File: config.mk
export PLATFORM = sky130hd
export DESIGN_NAME = vga_timing_gen_flat
export DESIGN_NICKNAME = d
export VERILOG_FILES = /design/src/rtl/vga_timing_pkg.sv /design/src/rtl/vga_timing_gen_if.sv /design/src/rtl/vga_axis_counter.sv /design/src/rtl/vga_timing_gen.sv /design/src/flat_wrapper.sv
export SDC_FILE = /design/constraint.sdc
export NUM_CORES = 1
export LEC_CHECK = 0
export CORE_MARGIN = 1.5
export CORE_UTILIZATION = 45
export CTS_BUF_LIST = sky130_fd_sc_hd__clkbuf_8
export DETAILED_ROUTE_END_ITERATION = 10
export GPL_TIMING_DRIVEN = 0
export HOLD_SLACK_MARGIN = 0.12
export PLACE_DENSITY = 0.83
export SKIP_CTS_REPAIR_TIMING = 1
export SLEW_MARGIN = 0
export SYNTH_ARGS = -nofsm -noshare
export SYNTH_HDL_FRONTEND = slang
export SYNTH_HIERARCHICAL = 1
export SYNTH_SLANG_ARGS = --single-unit
File: constraint.sdc
create_clock -name clk -period 7 [get_ports clk]
set_clock_uncertainty 0.15 [all_clocks]
set_input_delay 1.05 -clock clk [delete_from_list [all_inputs] [get_ports clk]]
set_output_delay 1.05 -clock clk [all_outputs]
set_load 0.1 [all_outputs]
File: src/rtl/vga_timing_pkg.sv
// vga_timing_pkg: raster mode constants and the axis region type
// shared by vga_timing_gen and vga_axis_counter.
package vga_timing_pkg;

  // 640x480@60, 25.175 MHz pixel clock, both syncs active-low
  localparam int VGA640_H_ACTIVE = 640;
  localparam int VGA640_H_FP     = 16;
  localparam int VGA640_H_SYNC   = 96;
  localparam int VGA640_H_BP     = 48;
  localparam int VGA640_V_ACTIVE = 480;
  localparam int VGA640_V_FP     = 10;
  localparam int VGA640_V_SYNC   = 2;
  localparam int VGA640_V_BP     = 33;
  localparam bit VGA640_HS_POL   = 1'b0;
  localparam bit VGA640_VS_POL   = 1'b0;

  // 800x600@60, 40 MHz pixel clock, both syncs active-high
  localparam int VGA800_H_ACTIVE = 800;
  localparam int VGA800_H_FP     = 40;
  localparam int VGA800_H_SYNC   = 128;
  localparam int VGA800_H_BP     = 88;
  localparam int VGA800_V_ACTIVE = 600;
  localparam int VGA800_V_FP     = 1;
  localparam int VGA800_V_SYNC   = 4;
  localparam int VGA800_V_BP     = 23;
  localparam bit VGA800_HS_POL   = 1'b1;
  localparam bit VGA800_VS_POL   = 1'b1;

  typedef enum logic [1:0] {
    ACTIVE,
    FRONT,
    SYNC,
    BACK
  } vga_region_e;

endpackage

File: src/rtl/vga_timing_gen_if.sv
// vga_timing_gen_if: pixel tick in, raster position/sync/strobes out.
// master = timing generator, slave = pixel pipeline / tick source.
interface vga_timing_gen_if #(
  parameter int HW = 10,
  parameter int VW = 10
);
  logic          pix_en;
  logic [HW-1:0] h_count;
  logic [VW-1:0] v_count;
  logic          hsync;
  logic          vsync;
  logic          enable;
  logic [HW-1:0] x;
  logic [VW-1:0] y;
  logic          new_line;
  logic          new_frame;

  modport master (
    input  pix_en,
    output h_count, v_count, hsync, vsync,
    output enable, x, y, new_line, new_frame
  );

  modport slave (
    output pix_en,
    input  h_count, v_count, hsync, vsync,
    input  enable, x, y, new_line, new_frame
  );
endinterface

File: src/rtl/vga_axis_counter.sv
// vga_axis_counter: combinational next-count/region/wrap for one axis.
// In: tick, count (current). Out: next, region of next, wrap.
module vga_axis_counter
  import vga_timing_pkg::*;
#(
  parameter int ACTIVE = 640,
  parameter int FP     = 16,
  parameter int SYNC   = 96,
  parameter int BP     = 48,
  parameter int W      = $clog2(ACTIVE + FP + SYNC + BP)
) (
  input  logic        tick,
  input  logic [W-1:0] count,
  output logic [W-1:0] next,
  output vga_region_e region,
  output logic        wrap
);
  localparam int TOTAL = ACTIVE + FP + SYNC + BP;
  localparam logic [W-1:0] LAST     = W'(TOTAL - 1);
  localparam logic [W-1:0] FP_START = W'(ACTIVE);
  localparam logic [W-1:0] SY_START = W'(ACTIVE + FP);
  localparam logic [W-1:0] BP_START = W'(ACTIVE + FP + SYNC);

  assign wrap = tick && (count == LAST);

  always_comb begin
    next = count;
    if (wrap) begin
      next = '0;
    end else if (tick) begin
      next = count + W'(1);
    end
  end

  // ACTIVE/SYNC parameters shadow the enum names here,
  // hence the package-qualified literals.
  always_comb begin
    region = vga_timing_pkg::BACK;
    unique case (1'b1)
      (next < FP_START):
        region = vga_timing_pkg::ACTIVE;
      (next >= FP_START && next < SY_START):
        region = vga_timing_pkg::FRONT;
      (next >= SY_START && next < BP_START):
        region = vga_timing_pkg::SYNC;
      default:
        region = vga_timing_pkg::BACK;
    endcase
  end
endmodule

File: src/rtl/vga_timing_gen.sv
// vga_timing_gen: registered VGA raster timing for any porch/sync mode.
// Ports: clk, rst (async, active-high), bus (master: pix_en in, timing out).
module vga_timing_gen
  import vga_timing_pkg::*;
#(
  parameter int H_ACTIVE = VGA640_H_ACTIVE,
  parameter int H_FP     = VGA640_H_FP,
  parameter int H_SYNC   = VGA640_H_SYNC,
  parameter int H_BP     = VGA640_H_BP,
  parameter int V_ACTIVE = VGA640_V_ACTIVE,
  parameter int V_FP     = VGA640_V_FP,
  parameter int V_SYNC   = VGA640_V_SYNC,
  parameter int V_BP     = VGA640_V_BP,
  parameter bit HS_POL   = VGA640_HS_POL,
  parameter bit VS_POL   = VGA640_VS_POL
) (
  input logic              clk,
  input logic              rst,
  vga_timing_gen_if.master bus
);
  localparam int H_TOTAL = H_ACTIVE + H_FP + H_SYNC + H_BP;
  localparam int V_TOTAL = V_ACTIVE + V_FP + V_SYNC + V_BP;
  localparam int HW = $clog2(H_TOTAL);
  localparam int VW = $clog2(V_TOTAL);

  if (H_FP < 1 || H_SYNC < 1 || H_BP < 1 ||
      V_FP < 1 || V_SYNC < 1 || V_BP < 1) begin : g_bad_mode
    $error("vga_timing_gen: porch and sync widths must be >= 1");
  end

  logic [HW-1:0] h_q, h_d, x_q;
  logic [VW-1:0] v_q, v_d, y_q;
  vga_region_e   h_reg, v_reg;
  logic          h_wrap, v_wrap, v_tick, en_d;
  logic          hsync_q, vsync_q, enable_q;
  logic          line_q, frame_q;

  vga_axis_counter #(
    .ACTIVE(H_ACTIVE), .FP(H_FP), .SYNC(H_SYNC),
    .BP(H_BP), .W(HW)
  ) u_h (
    .tick(bus.pix_en), .count(h_q), .next(h_d),
    .region(h_reg), .wrap(h_wrap)
  );

  // line advances only on the tick that wraps the line
  assign v_tick = h_wrap & bus.pix_en;

  vga_axis_counter #(
    .ACTIVE(V_ACTIVE), .FP(V_FP), .SYNC(V_SYNC),
    .BP(V_BP), .W(VW)
  ) u_v (
    .tick(v_tick), .count(v_q), .next(v_d),
    .region(v_reg), .wrap(v_wrap)
  );

  assign en_d = (h_reg == ACTIVE) && (v_reg == ACTIVE);

  // all outputs decode the next position so none lag the counters
  always_ff @(posedge clk or posedge rst) begin
    if (rst) begin
      h_q      <= HW'(H_TOTAL - 1);
      v_q      <= VW'(V_TOTAL - 1);
      hsync_q  <= ~HS_POL;
      vsync_q  <= ~VS_POL;
      enable_q <= 1'b0;
      x_q      <= '0;
      y_q      <= '0;
      line_q   <= 1'b0;
      frame_q  <= 1'b0;
    end else begin
      h_q      <= h_d;
      v_q      <= v_d;
      hsync_q  <= (h_reg == SYNC) ? HS_POL : ~HS_POL;
      vsync_q  <= (v_reg == SYNC) ? VS_POL : ~VS_POL;
      enable_q <= en_d;
      x_q      <= en_d ? h_d : '0;
      y_q      <= en_d ? v_d : '0;
      line_q   <= h_wrap;
      frame_q  <= h_wrap & v_wrap;
    end
  end

  assign bus.h_count   = h_q;
  assign bus.v_count   = v_q;
  assign bus.hsync     = hsync_q;
  assign bus.vsync     = vsync_q;
  assign bus.enable    = enable_q;
  assign bus.x         = x_q;
  assign bus.y         = y_q;
  assign bus.new_line  = line_q;
  assign bus.new_frame = frame_q;
endmodule

File: src/flat_wrapper.sv
// flat-port wrapper written by rule: the top's interface ports become plain ports
module vga_timing_gen_flat import vga_timing_pkg::*;
#(
  parameter int H_ACTIVE = VGA640_H_ACTIVE,
  parameter int H_FP     = VGA640_H_FP,
  parameter int H_SYNC   = VGA640_H_SYNC,
  parameter int H_BP     = VGA640_H_BP,
  parameter int V_ACTIVE = VGA640_V_ACTIVE,
  parameter int V_FP     = VGA640_V_FP,
  parameter int V_SYNC   = VGA640_V_SYNC,
  parameter int V_BP     = VGA640_V_BP,
  parameter bit HS_POL   = VGA640_HS_POL,
  parameter bit VS_POL   = VGA640_VS_POL
)
  (clk, rst, bus_pix_en, bus_h_count, bus_v_count, bus_hsync, bus_vsync, bus_enable, bus_x, bus_y, bus_new_line, bus_new_frame);
  vga_timing_gen_if #(.HW(10), .VW(10)) bus_i ();
  input logic clk;
  input logic rst;
  input wire logic [$bits(bus_i.pix_en)-1:0] bus_pix_en;
  output wire logic [$bits(bus_i.h_count)-1:0] bus_h_count;
  output wire logic [$bits(bus_i.v_count)-1:0] bus_v_count;
  output wire logic [$bits(bus_i.hsync)-1:0] bus_hsync;
  output wire logic [$bits(bus_i.vsync)-1:0] bus_vsync;
  output wire logic [$bits(bus_i.enable)-1:0] bus_enable;
  output wire logic [$bits(bus_i.x)-1:0] bus_x;
  output wire logic [$bits(bus_i.y)-1:0] bus_y;
  output wire logic [$bits(bus_i.new_line)-1:0] bus_new_line;
  output wire logic [$bits(bus_i.new_frame)-1:0] bus_new_frame;
  assign bus_i.pix_en = bus_pix_en;
  assign bus_h_count = bus_i.h_count;
  assign bus_v_count = bus_i.v_count;
  assign bus_hsync = bus_i.hsync;
  assign bus_vsync = bus_i.vsync;
  assign bus_enable = bus_i.enable;
  assign bus_x = bus_i.x;
  assign bus_y = bus_i.y;
  assign bus_new_line = bus_i.new_line;
  assign bus_new_frame = bus_i.new_frame;
  vga_timing_gen #(.H_ACTIVE(H_ACTIVE), .H_FP(H_FP), .H_SYNC(H_SYNC), .H_BP(H_BP), .V_ACTIVE(V_ACTIVE), .V_FP(V_FP), .V_SYNC(V_SYNC), .V_BP(V_BP), .HS_POL(HS_POL), .VS_POL(VS_POL)) u_core (.clk(clk), .rst(rst), .bus(bus_i));
endmodule
# After elaboration in Yosys (flattened, before gate mapping)

Cells that the tools add are included.

Register bits: 45
Input bits: 3

$add $sub $neg: 2
Magnitude comparators: 10
Equality and inequality tests: 4
Mux-type cells: 10
Bitwise operators: 2
Reduce and logical (&&, ||, !) cells: 9

Operators by type and width:

| cell                                                                                  | count |
|---|---|
| 10-bit two-way mux                                                                    | 6 |
| 10-bit < comparator (second input constant)                                           | 3 |
| 10-bit by 9-bit < comparator with 1-bit output (second input constant)                | 3 |
| 10-bit by 1-bit adder with 10-bit output (second input constant)                      | 2 |
| 10-bit equality test (second input constant)                                          | 2 |
| 10-bit greater-or-equal comparator (second input constant)                            | 2 |
| 10-bit by 9-bit greater-or-equal comparator with 1-bit output (second input constant) | 2 |
| 2-bit case mux with 3 select lines                                                    | 2 |
| 1-bit logical AND                                                                     | 7 |
| 2-bit equality test (second input constant)                                           | 2 |
| 2-bit zero test                                                                       | 2 |
| 1-bit bitwise AND                                                                     | 2 |
| 1-bit two-way mux                                                                     | 2 |

# Logic depth before layout (Yosys ltp)

Gate-level depths: netlist of run 1.

Depth after elaboration: 11
Depth in mapped cells: 13
Gate-level depth less buffers: 11

# By module

The synthesis of run 1 kept the hierarchy.

By module, submodules not included:

| module                         | times used | cells each | area each (µm²) | sequential area each (µm²) |
|---|---|---|---|---|
| vga_timing_gen                 | 1          | 73         | 1,328.8         | 1,141.1 |
| vga_axis_counter at u_core.u_v | 1          | 55         | 376.6           | 0.0 |
| vga_axis_counter at u_core.u_h | 1          | 49         | 336.6           | 0.0 |

# Worst setup path after synthesis of run 1

Ideal clock, no wire load.

Path type: input-to-reg
Start point: input port bus_pix_en
End point: register u_core.x_q[0], in the netlist u_core/bus.x[0]
Library setup time: 0.119 ns
Arrival: 3.827 ns
Data required time: 6.731 ns
Slack: 2.904 ns
Cell stages on the path: 13
Path buffers: 3
Cell sequence: buf_2 -> nand3_1 -> nor4_4 -> and2_1 -> buf_6 -> and3_4 -> nand4_2 -> xor2_1 -> or4_1 -> a21oi_1 -> nor4_4 -> buf_2 -> and2_1

Cells in the longest elaborated chain, start to end: 10

Ends and longest elaborated chain:

| item                                                                                  | line                                           | source |
|---|---|---|
| start: declaration                                                                    | flat_wrapper.sv:19                             | `input wire logic [$bits(bus_i.pix_en)-1:0] bus_pix_en;` |
| 1-bit logical AND *                                                                   | vga_axis_counter.sv:24                         | `assign wrap = tick && (count == LAST);` |
| named net u_core.h_wrap                                                               | vga_timing_gen.sv:34                           | `logic h_wrap, v_wrap, v_tick, en_d;` |
| 1-bit bitwise AND *                                                                   | vga_timing_gen.sv:47                           | `assign v_tick = h_wrap & bus.pix_en;` |
| named net u_core.v_tick                                                               | vga_timing_gen.sv:34                           |  |
| 10-bit two-way mux or 1-bit logical AND (tied branches)                               | vga_axis_counter.sv:30, vga_axis_counter.sv:24 |  |
| 10-bit two-way mux *                                                                  | vga_axis_counter.sv:28                         | `if (wrap) begin` |
| 10-bit by 9-bit greater-or-equal comparator with 1-bit output (tied with other cells) | vga_axis_counter.sv:44                         | `(next >= SY_START && next < BP_START):` |
| 1-bit logical AND, on equally long branches                                           | vga_axis_counter.sv:44, vga_axis_counter.sv:42 |  |
| 2-bit case mux with 3 select lines *                                                  | vga_axis_counter.sv:39                         | `unique case (1'b1)` |
| named net u_core.v_reg[1]                                                             | vga_timing_gen.sv:33                           | `vga_region_e h_reg, v_reg;` |
| 2-bit zero test *                                                                     | vga_timing_gen.sv:57                           | `assign en_d = (h_reg == ACTIVE) && (v_reg == ACTIVE);` |
| 1-bit logical AND *                                                                   | vga_timing_gen.sv:57                           |  |
| 10-bit two-way mux *                                                                  | vga_timing_gen.sv:77                           | `x_q <= en_d ? h_d : '0;` |
| end signal: assignment                                                                | vga_timing_gen.sv:77                           |  |
| end: declaration                                                                      | vga_timing_gen.sv:31                           | `logic [HW-1:0] h_q, h_d, x_q;` |

Mark *: on every way through the listed nets, which the timed path passes. The rest lies on a longest branch.

# Worst setup path in the final report of run 1

Start point: input port bus_pix_en
End point: register u_core.x_q[6], in the netlist u_core/bus.x[6]

The elaborated chain is that of the path after synthesis.

==> qor.txt, run 1 <==
critical path class: in -> reg
post-synthesis sequential area ratio: 55.88%
worst r2r path cells: 13
Hold Crit Endpoint: u_core/bus.h_count[2]
ANT cells: 0
max-cap violations: 0
Avg Inst Size Synth: 11.54 µm²
Clock Pin Slew Worst Setup and Hold Paths: 70 ps
vias: 1,436
min-delay worst type: reg -> reg
CP required: 7030 ps
row count: 24
synth warn: 6
Startpoint Class: primary input
hold depth: 1
outcome: finished, final reports clean
IO Count: 48
DRT iter0 DRCs: 87
RSZ-0062 raised after global routing: no
Mapped Area: 0.002042 mm²
Top FF cell, synth: dfrtp_1
die area: 0.004951 mm²
worst relative slew slack: 34.66%
Slowest-stage cell, CP: nor4_4
EDFF count, synth: 0
crit path buf inv count: 4
area grow syn2layout: 30.02%
CP max stage delay: 610 ps
port bufs: 47
count of different cell masters after synthesis: 43
final setup vio count: 0
DRT antenna net count: 0
maximum VDD drop: 439.2 µV
DPL Wire Length: 2669 µm
vias in the first global route: 1,405
DRT Wirelength: 3798 µm
Synth Register Bits: 45
pin count of the biggest net entering global routing: 46
TritonCTS clock tree: built
Crit Path Max Fanout: 10
clock period minus worst slack: 4589 ps
FFs w/ async S/R, synth: 100.0%
Core ar.: 0.004354 mm²
leakage power: 1.133 nW
CP cell instances: clkdlybuf4s50_1, buf_2, nand3_1, nor4_4, and2_1, buf_6, and3_4, nand4_2, xor2_1, or4_1, a21oi_1, nor4_4, buf_2, and2_1
final max-slew violation count: 0
post-layout util: 60.98%
Vias/cell: 5.074
DP Cell Count: 276
layout cell share with drive strength beyond 1: 14.29%
fmax: 217.9 MHz
Root Buffer: clkbuf_8
initial antenna violation count: 0
TritonCTS Buffers: 5
hold path startpoint: u_core/bus.h_count[2]
crit path capture type: flop
first-pass GRT wire length: 6693 µm
PwrDens: 354.7 mW/mm²
DR DRC count: 0
syn nets: 183
GR Util All Layers: 17.40%
Die X: 70.36 µm
H-tree depth: 2
clock latency on the worst-skew pair: 300 ps
Worst-Margin Slew: 977.0 ps
critical path arrival: 4620 ps
maximum root-to-sink buffer count: 2
drt first pass iters: 4
fin nets: 237
reg2reg start: u_core/bus.h_count[0]
CTS Sinks: 45
final RePlAce weighted congestion: 0.8091
cell count after synthesis: 177
final cell count without fillers: 283
setup_tns: 0 ps
Routed WL per cell: 13.42 µm
chip height: 70.36 µm
final count of hold timing violations: 0
Reg-to-Reg End: u_core/bus.x[6]
Remaining Overflow, GRT: 0
initial core utilization: 46.90%
r2r setup slk: 3040 ps
Final period util: 65.56%
CP top delay family: simple AND/OR/NAND/NOR gates
==> cell families (layout without fill, tap and decap cells) <==
kind of cell | count (synthesis) | after routing | synth area share [%]
xor+xnor | 17 | 17 | 7.292
simple gates | 85 | 85 | 26.47
flops | 45 | 45 | 55.88
fa+ha+maj | 3 | 3 | 1.838
compound gates | 15 | 15 | 5.147
mux | 1 | 1 | 0.4902
buf+inv | 11 | 65 | 2.880
==> synthesized netlist by cell type (2+ instances only) <==
cell type	n	share of area, %
o21ai_1	2	0.49
nand3_1	2	0.49
nand2b_1	4	1.2
a21oi_1	3	0.74
dfrtp_1	33	40
nor2b_1	2	0.61
and2_1	23	7.0
inv_1	6	1.1
buf_4	2	0.74
and4_1	2	0.86
buf_2	2	0.49
nand2_1	14	2.6
xnor2_1	12	5.1
o21ai_0	3	0.74
dfstp_2	12	15
xor2_1	5	2.1
nor3_1	3	0.74
nand4_1	6	1.8
nor2_1	13	2.4
ha_1	3	1.8
or3_1	2	0.61
nor4_4	2	2.1
==> cells in the final DEF (no fill, tap or decap), types with 2 or more instances in the layout <==
| cell type | instances |
|---|---|
| nand2_1 | 14 |
| and4_1 | 2 |
| dfstp_2 | 12 |
| or3_1 | 2 |
| clkbuf_8 | 5 |
| buf_2 | 2 |
| o21ai_0 | 3 |
| buf_4 | 2 |
| xnor2_1 | 12 |
| dfrtp_1 | 33 |
| clkdlybuf4s50_1 | 47 |
| a21oi_1 | 3 |
| ha_1 | 3 |
| o21ai_1 | 2 |
| nand4_1 | 6 |
| inv_1 | 6 |
| nor4_4 | 2 |
| xor2_1 | 5 |
| nor2_1 | 13 |
| nand2b_1 | 4 |
| nor2b_1 | 2 |
| and2_1 | 23 |
| nand3_1 | 2 |
| nor3_1 | 3 |
==> stage by stage <==
| step | hold WS [ps] | instance area [µm²] | worst slack, ps | power [mW] |
|---|---|---|---|---|
| floorplan | 605.6 | 2042 | 2904 | 0.7027 |
| global placement | 371.4 | 2577 | 2156 | 0.7969 |
| detailed placement | 373.8 | 2577 | 2045 | 0.7989 |
| CTS | 389.9 | 2655 | 2357 | 0.9510 |
| global route | 404.4 | 2655 | 2137 | 0.9850 |
| finish | 385.4 | 2655 | 2411 | 0.9417 |
==> area by class of cell <==
type / count / area (µm²)
flip-flops and latches: 45 / 1141
clock buffers: 5 / 68.82
well taps: 52 / 65.06
fillers: 374 / 1699
multi-input cells: 121 / 842.1
inverters: 6 / 22.52
plain buffers: 5 / 36.28
repair buffers: 47 / 470.5
clock inverters: 2 / 8.758
==> per-layer routing <==
layer | track usage, % | share of wire [%] | wire, µm
met1 | 22.60 | 44 | 1674
met2 | 27.57 | 48 | 1832
met3 | 4.906 | 5.8 | 221
met4 | 6.838 | 1.8 | 69
met5 | 0 | 0 | 0
==> how the worst max path moves through the flow <==
| stage | from | to | slack, ps | cells after the start |
|---|---|---|---|---|
| 4_1_cts | bus_pix_en | u_core/bus.x[6] | 2360 | 14 |
| 2_1_floorplan | bus_pix_en | u_core/bus.x[0] | 2900 | 13 |
| 3_3_place_gp | bus_pix_en | u_core/bus.x[6] | 2160 | 14 |
| 6_report | bus_pix_en | u_core/bus.x[6] | 2410 | 14 |
| 5_1_grt | bus_pix_en | u_core/bus.x[3] | 2140 | 14 |
| 3_5_place_dp | bus_pix_en | u_core/bus.x[6] | 2050 | 14 |
==> power by group <==
part	internal, mW	switching (mW)	total, mW	leakage [nW]
logic	0.101	0.350	0.451	0.520
registers	0.311	0.0322	0.343	0.568
clock network	0.0664	0.0814	0.148	0.0452
==> registers in the layout, summed over array words and instances, names as in the netlist <==
signal and flops:
u_core/bus.enable 1, u_core/bus.h_count 10, u_core/bus.hsync 1, u_core/bus.new_frame 1, u_core/bus.new_line 1, u_core/bus.v_count 10
u_core/bus.vsync 1, u_core/bus.x 10, u_core/bus.y 10
(Power assumes the default switching activity.)
==> run 2, diff against run 1 <==
==> constraint.sdc (replaced) <==
create_clock -name clk -period 4.8 [get_ports clk]
set_clock_uncertainty 0.15 [all_clocks]
set_input_delay 0.72 -clock clk [delete_from_list [all_inputs] [get_ports clk]]
set_output_delay 0.72 -clock clk [all_outputs]
set_load 0.1 [all_outputs]
==> results of run 2 <==
Same layout as run 1 (identical final DEF). Status: finished, final reports clean.
Main changes from that run: setup slack after placement 2045 ps -> 175.1 ps; setup slack after layout 2411 ps -> 540.9 ps; register-to-register setup slack 3040 ps -> 840 ps; total power 0.9417 mW -> 1.373 mW; worst IR drop on VDD 439.2 µV -> 640.5 µV
